[src/rtl/dump_arbiter.sv]
// rtl/dump_arbiter.sv - round-robin owner arbiter for the shared IPbus dump RAM and PC handshake
//
// Purpose: N_CH data channels take turns owning the IPbus DPRAM. The owner's
// write port is registered onto the RAM, and the arbiter runs the
// handshakeFPGA/handshakePC exchange with the PC on the owner's behalf.
//
// Ports:
//   SYSCLK, RESET          clock, asynchronous active-high reset
//   ch_req, ch_done        per-channel level request / burst-complete
//   ch_RAM_data/address/we per-channel RAM write port (packed, channel i at slice i)
//   ch_grant               one-hot ownership grant
//   ch_handshakePC         handshakePC relayed to the owner only
//   IPbus_RAM_*            registered, muxed RAM write port
//   IPbus_ch_id            owner index while handshakeFPGA=1
//   handshakeFPGA          data-ready flag to the PC
//   handshakePC            PC acknowledge
//   dumpCount              completed dumps since reset
//   timeout_err            sticky grant-timeout flag
module dump_arbiter #(
  parameter int N_CH        = 4,
  parameter int TIMEOUT_CYC = 65535
) (
  input  logic                SYSCLK,
  input  logic                RESET,
  input  logic [N_CH-1:0]     ch_req,
  input  logic [N_CH-1:0]     ch_done,
  input  logic [32*N_CH-1:0]  ch_RAM_data,
  input  logic [8*N_CH-1:0]   ch_RAM_address,
  input  logic [N_CH-1:0]     ch_RAM_we,
  output logic [N_CH-1:0]     ch_grant,
  output logic [N_CH-1:0]     ch_handshakePC,
  output logic [31:0]         IPbus_RAM_data,
  output logic [7:0]          IPbus_RAM_address,
  output logic                IPbus_RAM_we,
  output logic [2:0]          IPbus_ch_id,
  output logic                handshakeFPGA,
  input  logic                handshakePC,
  output logic [31:0]         dumpCount,
  output logic                timeout_err
);

  localparam int OW = $clog2(N_CH);
  localparam logic [15:0] TCNT_LAST = 16'(TIMEOUT_CYC - 1);

  typedef enum logic [1:0] {IDLE, GRANT, HANDSHAKE, WAITREL} state_t;

  state_t         state, state_n;
  logic [OW-1:0]  owner, owner_n;
  logic [OW-1:0]  last_owner, last_owner_n;
  logic [15:0]    tcnt, tcnt_n;
  logic [31:0]    dump_cnt, dump_cnt_n;
  logic           terr, terr_n;
  logic [31:0]    ram_data;
  logic [7:0]     ram_addr;
  logic           ram_we;
  logic           hpc_q;

  // Owner's slice of every per-channel input
  logic           own_req, own_done, own_we;
  logic [31:0]    own_data;
  logic [7:0]     own_addr;

  always_comb begin
    own_req  = 1'b0;
    own_done = 1'b0;
    own_we   = 1'b0;
    own_data = '0;
    own_addr = '0;
    for (int i = 0; i < N_CH; i++) begin
      if (owner == OW'(i)) begin
        own_req  = ch_req[i];
        own_done = ch_done[i];
        own_we   = ch_RAM_we[i];
        own_data = ch_RAM_data[32*i +: 32];
        own_addr = ch_RAM_address[8*i +: 8];
      end
    end
  end

  // Round-robin pick: requesters above last_owner win first (lowest of them),
  // otherwise wrap around to the lowest requester at or below last_owner.
  logic           hi_found, lo_found;
  logic [OW-1:0]  hi_pick, lo_pick;

  always_comb begin
    hi_found = 1'b0;
    lo_found = 1'b0;
    hi_pick  = '0;
    lo_pick  = '0;
    for (int i = N_CH - 1; i >= 0; i--) begin
      if (ch_req[i]) begin
        if (OW'(i) > last_owner) begin
          hi_found = 1'b1;
          hi_pick  = OW'(i);
        end else begin
          lo_found = 1'b1;
          lo_pick  = OW'(i);
        end
      end
    end
  end

  // State register and datapath registers
  always_ff @(posedge SYSCLK or posedge RESET) begin
    if (RESET) begin
      state      <= IDLE;
      owner      <= '0;
      last_owner <= OW'(N_CH - 1);
      tcnt       <= '0;
      dump_cnt   <= '0;
      terr       <= 1'b0;
      ram_data   <= '0;
      ram_addr   <= '0;
      ram_we     <= 1'b0;
      hpc_q      <= 1'b0;
    end else begin
      state      <= state_n;
      owner      <= owner_n;
      last_owner <= last_owner_n;
      tcnt       <= tcnt_n;
      dump_cnt   <= dump_cnt_n;
      terr       <= terr_n;
      hpc_q      <= handshakePC;
      ram_we     <= (state == GRANT) && own_we;
      if (state == GRANT) begin
        ram_data <= own_data;
        ram_addr <= own_addr;
      end
    end
  end

  // Next-state logic
  always_comb begin
    state_n      = state;
    owner_n      = owner;
    last_owner_n = last_owner;
    tcnt_n       = tcnt;
    dump_cnt_n   = dump_cnt;
    terr_n       = terr;
    case (state)
      IDLE: begin
        if (hi_found || lo_found) begin
          owner_n = hi_found ? hi_pick : lo_pick;
          tcnt_n  = '0;
          state_n = GRANT;
        end
      end
      GRANT: begin
        tcnt_n = tcnt + 16'd1;
        if (own_done) begin
          state_n = HANDSHAKE;
        end else if (!own_req) begin
          last_owner_n = owner;
          state_n      = IDLE;
        end else if (tcnt == TCNT_LAST) begin
          terr_n       = 1'b1;
          last_owner_n = owner;
          state_n      = IDLE;
        end
      end
      HANDSHAKE: begin
        if (handshakePC) state_n = WAITREL;
      end
      WAITREL: begin
        if (!handshakePC && !own_done) begin
          dump_cnt_n   = dump_cnt + 32'd1;
          last_owner_n = owner;
          state_n      = IDLE;
        end
      end
      default: state_n = IDLE;
    endcase
  end

  // Output decode, from registered state only
  always_comb begin
    ch_grant       = '0;
    ch_handshakePC = '0;
    handshakeFPGA  = (state == HANDSHAKE);
    IPbus_ch_id    = (state == HANDSHAKE) ? 3'(owner) : 3'd0;
    for (int i = 0; i < N_CH; i++) begin
      if (owner == OW'(i) && state != IDLE) begin
        ch_grant[i]       = 1'b1;
        ch_handshakePC[i] = hpc_q && (state == HANDSHAKE || state == WAITREL);
      end
    end
  end

  assign IPbus_RAM_data    = ram_data;
  assign IPbus_RAM_address = ram_addr;
  assign IPbus_RAM_we      = ram_we;
  assign dumpCount         = dump_cnt;
  assign timeout_err       = terr;

endmodule

[config.mk]
export PLATFORM = sky130hd
export DESIGN_NAME = dump_arbiter
export DESIGN_NICKNAME = d
export VERILOG_FILES = /design/src/rtl/dump_arbiter.sv
export SDC_FILE = /design/constraint.sdc
export NUM_CORES = 1
export LEC_CHECK = 0
export ABC_AREA = 1
export BUFFER_PORTS_ARGS = -buffer_cell sky130_fd_sc_hd__buf_2
export CAP_MARGIN = 20
export CORE_MARGIN = 2
export CORE_UTILIZATION = 40
export CTS_CLUSTER_SIZE = 8
export DETAILED_ROUTE_END_ITERATION = 10
export GPL_TIMING_DRIVEN = 0
export MAX_ROUTING_LAYER = met4
export PLACE_DENSITY = 0.7
export SLEW_MARGIN = 20
export SYNTH_ARGS = -nofsm -noshare
export SYNTH_HDL_FRONTEND = slang
export SYNTH_SLANG_ARGS = --single-unit
[constraint.sdc]
create_clock -name SYSCLK -period 5.35 [get_ports SYSCLK]
set_input_delay 0.535 -clock SYSCLK [delete_from_list [all_inputs] [get_ports SYSCLK]]
set_output_delay 0.535 -clock SYSCLK [all_outputs]
set_load 0.02 [all_outputs]
---- After elaboration in Yosys (flattened, before gate mapping) ----
Cells that the tools add are included.
operators by class
  $add $sub $neg .......................... 2
  order comparisons ....................... 4
  equal/unequal tests ..................... 13
  muxes and demuxes ....................... 76
  bitwise gates (word level) .............. 1
  reduce and logical (&&, ||, !) cells .... 22
operators with widths
  operator                                                      count
  two-way mux 32 bit                                            4
  two-way mux 2 bit                                             28
  two-way mux 1 bit                                             36
  adder 32 x 1 -> 32 bit, second input constant                 1
  two-way mux 8 bit                                             4
  one-hot mux 16 bit (2 select lines)                           1
  adder 16 x 1 -> 16 bit, second input constant                 1
  == test 16 bit, second input constant                         1
  two-way mux 16 bit                                            1
  AND reduction 4 bit                                           3
  == test 2 bit, second input constant                          4
  one-hot mux 2 bit (4 select lines)                            1
  logical AND 1 bit                                             7
  inequality test 2 bit, second input constant                  3
  AND reduction 2 bit                                           3
  nonzero test 2 bit                                            3
  == test 2 x 1 -> 1 bit, second input constant                 2
  greater-than comparator 1 x 2 -> 1 bit, first input constant  2
  greater-than comparator 2 bit, first input constant           2
  zero test 2 bit                                               2
  inequality test 4 x 3 -> 1 bit, second input constant         1
  one-hot mux 2 bit (2 select lines)                            1
  inequality test 3 x 2 -> 1 bit, second input constant         1
  zero test 1 bit                                               2
  3 further kinds                                               4
word-level totals
  flip-flop bits (word level) ............. 97
  input bits .............................. 175
  output and inout port bits .............. 86
  logic and storage cells ................. 128

---- Longest topological paths before layout ----
  depth after elaboration ................. 12
  mapped depth ............................ 12
  mapped depth without buffers ............ 12

---- Worst setup path after synthesis ----
OpenSTA, ideal clock, no wires.
  kind .................................... reg-to-output
  start point ............................. reg owner[1]
  end point ............................... out ch_grant[1]
  arrival ................................. 1.429 ns
  path slack .............................. 3.386 ns
  cell stages (with the launch flop) ...... 6
  buffers on the path ..................... 2
  cells stage by stage .................... dfrtp_1 inv_1 clkbuf_1 clkbuf_1 nand2_1 nor2_1
on the way
  cells in the longest elaborated chain, start to end .. 3
ends and longest elaborated chain
  element                 line  RTL
  start, declared         48    logic [OW-1:0] owner, owner_n;
  start signal, assigned  118   owner <= owner_n;
  == test 2 x 1 -> 1 bit  182   if (owner == OW'(i) && state != IDLE) begin
  logical AND 1 bit       182
  two-way mux 1 bit       182
  end, declared           30    output logic [N_CH-1:0] ch_grant,
No other way between the ends.

---- Worst setup path in the final report ----
Same ends and word-level chain as after synthesis.

==> results.yml <==
synth:
  yosys_register_bits: 97
  syn_area_um2: 5660
  synth.top_cell.area_share_pct: 42.0
  synth.area.top_cells: "dfrtp_1, nand2_1, a221oi_1, nand3_1, o21ai_0"
  yosysWarningCount: 0
  synth-simple-area-share_pct: 33.2
  synth.area.mux_share_pct: 0
  synth-xor-area-share_pct: 3.25
  synth_top_family_by_area: "simple AND/OR/NAND/NOR gates"
  async_flop_share_pct: 100
  synth_edf_count: 0
  yosys.cell_count.top_type: "nand2_1"
  syn-num-nets: 954
  synth_commonest_cells: "nand2_1, dfrtp_1, nand3_1, nor2_1, o21ai_0"
  synthAdderAreaFrac_pct: 0.663
  synth_compound_area_share_pct: 13.6
  yosysSeqAreaShare_pct: 42.9
  synthFlopType: "dfrtp_1"
  synth_largest_area_cell: "dfrtp_1"
  avgSynthCellArea_um2: 7.29
  syn_inst: 776
  synth.distinct_cells: 36
die:
  rows: 43
  start_util_pct: 40.9
  io_pins: 261
  die-area_um2: 15100
  core_um2: 13800
  die_width_um: 123
  die_h_um: 123
global_route:
  grt_pass1_vias: 6031
  grt_pass1_wl_um: 29900
  grt.overflow.total: 0
  grt_use_total_pct: 26.1
  grt_max_degree: 74
  grt_antenna_before_repair: 3
hold_path:
  hp-class: "primary input to async pin"
final_layout:
  drive_above_1_share_pct: 28.0
  area_growth_pct: 33.3
  stdcell_area_um2: 7540
  stdcell_count: 1236
  nNetsFinal: 1225
route:
  wire_per_inst_um: 15.4
  drcViolationCount: 0
  viasPerCell: 5.06
  dr.pass1.iters: 5
  drt_iter0_drc: 369
  antenna_left: 0
  drt-total-wl_um: 19000
  vias: 6258
setup_path:
  cpPeakStageDelay_ns: 0.46
  worst_setup_path_start_kind: "flop"
  crit_chain: "inv_1 -> clkbuf_1 -> clkbuf_1 -> nand2_1 -> nor2_1 -> buf_2"
  cp.required_ns: 4.82
  crit_slowest_cell: "dfrtp_1"
  critPathMostFrequentCell: "clkbuf_1"
  worstPathMaxFanout: 10
  crit_arrival_ns: 2.25
  critPathKind: "flop to output pin"
  end_kind: "output pin"
status:
  status: "completed"
placement:
  finalWeightedCongestion: 0.949
  dpl-instance-area_um2: 7210
  detailed_place_hpwl_um: 15000
  placedCellCount: 1216
  port_buffers: 259
clock_network:
  cts_tree: "yes"
  cts_buffer_depth: 2
  clk_latency_ns: 0.35
  clk_pin_slew_worst_paths_ns: 0.07
  cts-root-buf: "clkbuf_16"
  clkSinkCount: 97
  cts_hold_buf: 0
  postCtsSetupBuffers: 0
  cts_resized: 0
  ctsHtreeMaxLevel: 3
  cts_buffers: 9
power_and_ir_drop:
  p_switching_uw: 1690
  cellLeakagePower_uw: 0.00397
  sequentialPowerShare_pct: 30.4
  switching_share_pct: 46.4
  pwr-share-clk_pct: 19.3
  p_int_uw: 1940
  ir_drop_v: 0.000279
  p_per_area_nw_per_um2: 481
  combPwrFrac_pct: 50.3
sta:
  whs_ns: 0.137
  skew_ns: 0.0100
  rsz0062_at_grt: "false"
  hold_viol: 0
  fin_crit_sh_pct: 52.0
  fmax_mhz: 359
  tns_ns: 0
  setup_viol: 0
  min_period_ns: 2.78
  maxSlewViolCount: 0
  maxSlewHeadroom_pct: 58.6
  worst_slew_pin_slew_ns: 0.620
job:
  drv_cap: 0
layer usage:
metal,track usage [%],share of wire (%),up-vias,wire length (um)
met1,31.9,42,2898,7940
met3,5.03,6.2,26,1170
met4,9.12,2.0,0,374
li1,-,-,3127,-
met2,43.2,50,207,9500
met5,-,0,-,0
final timing paths:
check	start	endpoint	slack (ns)	depth (start not counted)
setup / recovery	owner[1]	ch_grant[1]	2.57	6
hold / removal	RESET	dumpCount[26]	0.14	2
setup reg to reg	owner[1]	IPbus_RAM_data[9]	3.28	7
hold reg to reg	IPbus_RAM_data[28]	IPbus_RAM_data[28]	0.48	2
max in group asynchronous	RESET	last_owner[1]	4.56	3
min in group SYSCLK	handshakePC	hpc_q	0.35	1
area by class of cell:
type,instances,area (um^2)
Clock buffer,9,225
Inverter,55,211
Antenna cell,4,10.0
Buffer,36,153
Clock inverter,7,93.8
Tap cell,180,225
Sequential cell,97,2430
Fill cell,1417,6280
Multi-Input combinational cell,588,2870
Timing Repair Buffer,260,1320
registers in the layout (all words and copies together), names as in the netlist, named ones only:
signal and cells:
IPbus_RAM_address 8, IPbus_RAM_data 32, IPbus_RAM_we 1, dumpCount 32, hpc_q 1, last_owner 2, owner 2, state 1
tcnt 16, timeout_err 1
critical path: cells and delay by family (launching register included):
kind / cells / cell delay (ns)
buffers and inverters: 4 / 1.18
flip-flops: 1 / 0.46
AND/OR/NAND/NOR: 2 / 0.26
cell usage in the layout (no fill, tap or decap), drive strengths merged:
master	count
nand3	71
buf	270
xor2	19
a21boi	1
or2	1
a31o	1
bufinv	2
dfstp	2
inv	56
clkinv	2
a21oi	5
o21bai	1
ha	3
o211ai	1
nand2	268
o22ai	1
dfrtp	95
conb	1
and2	1
diode	4
nand4	7
nand3b	9
nor3	20
clkinvlp	2
clkbuf	35
nor2	67
xnor2	2
a22oi	2
a221oi	40
a31oi	2
o21ai	64
a2bb2oi	1
power by group through the flow:
stage	logic (uW)	registers [uW]	clock network (uW)
5_1_grt	2040	1130	746
2_1_floorplan	997	1290	0
3_5_place_dp	1840	1110	0
6_report	1830	1100	701
3_3_place_gp	1810	1110	0
4_1_cts	1840	1100	716
stage by stage:
step	power [uW]	util, %	setup WS (ns)
floorplan	2290	-	2.28
global placement	2920	51.9	0.991
detailed placement	2950	52.2	2.92
CTS	3660	54.5	2.54
global route	3920	54.5	2.36
finish	3630	54.6	2.57
logic make-up (layout without fill, tap and decap cells):
| logic type | Yosys count | in the layout |
|---|---|---|
| AND/OR/NAND/NOR | 444 | 444 |
| AO/OA/AOI/OAI | 119 | 119 |
| flip-flops | 97 | 97 |
| buffers and inverters | 91 | 367 |
| XOR/XNOR | 21 | 21 |
| adder cells (fa/ha/maj) | 3 | 3 |
| other | 1 | 5 |
(Power assumes the default switching activity.)
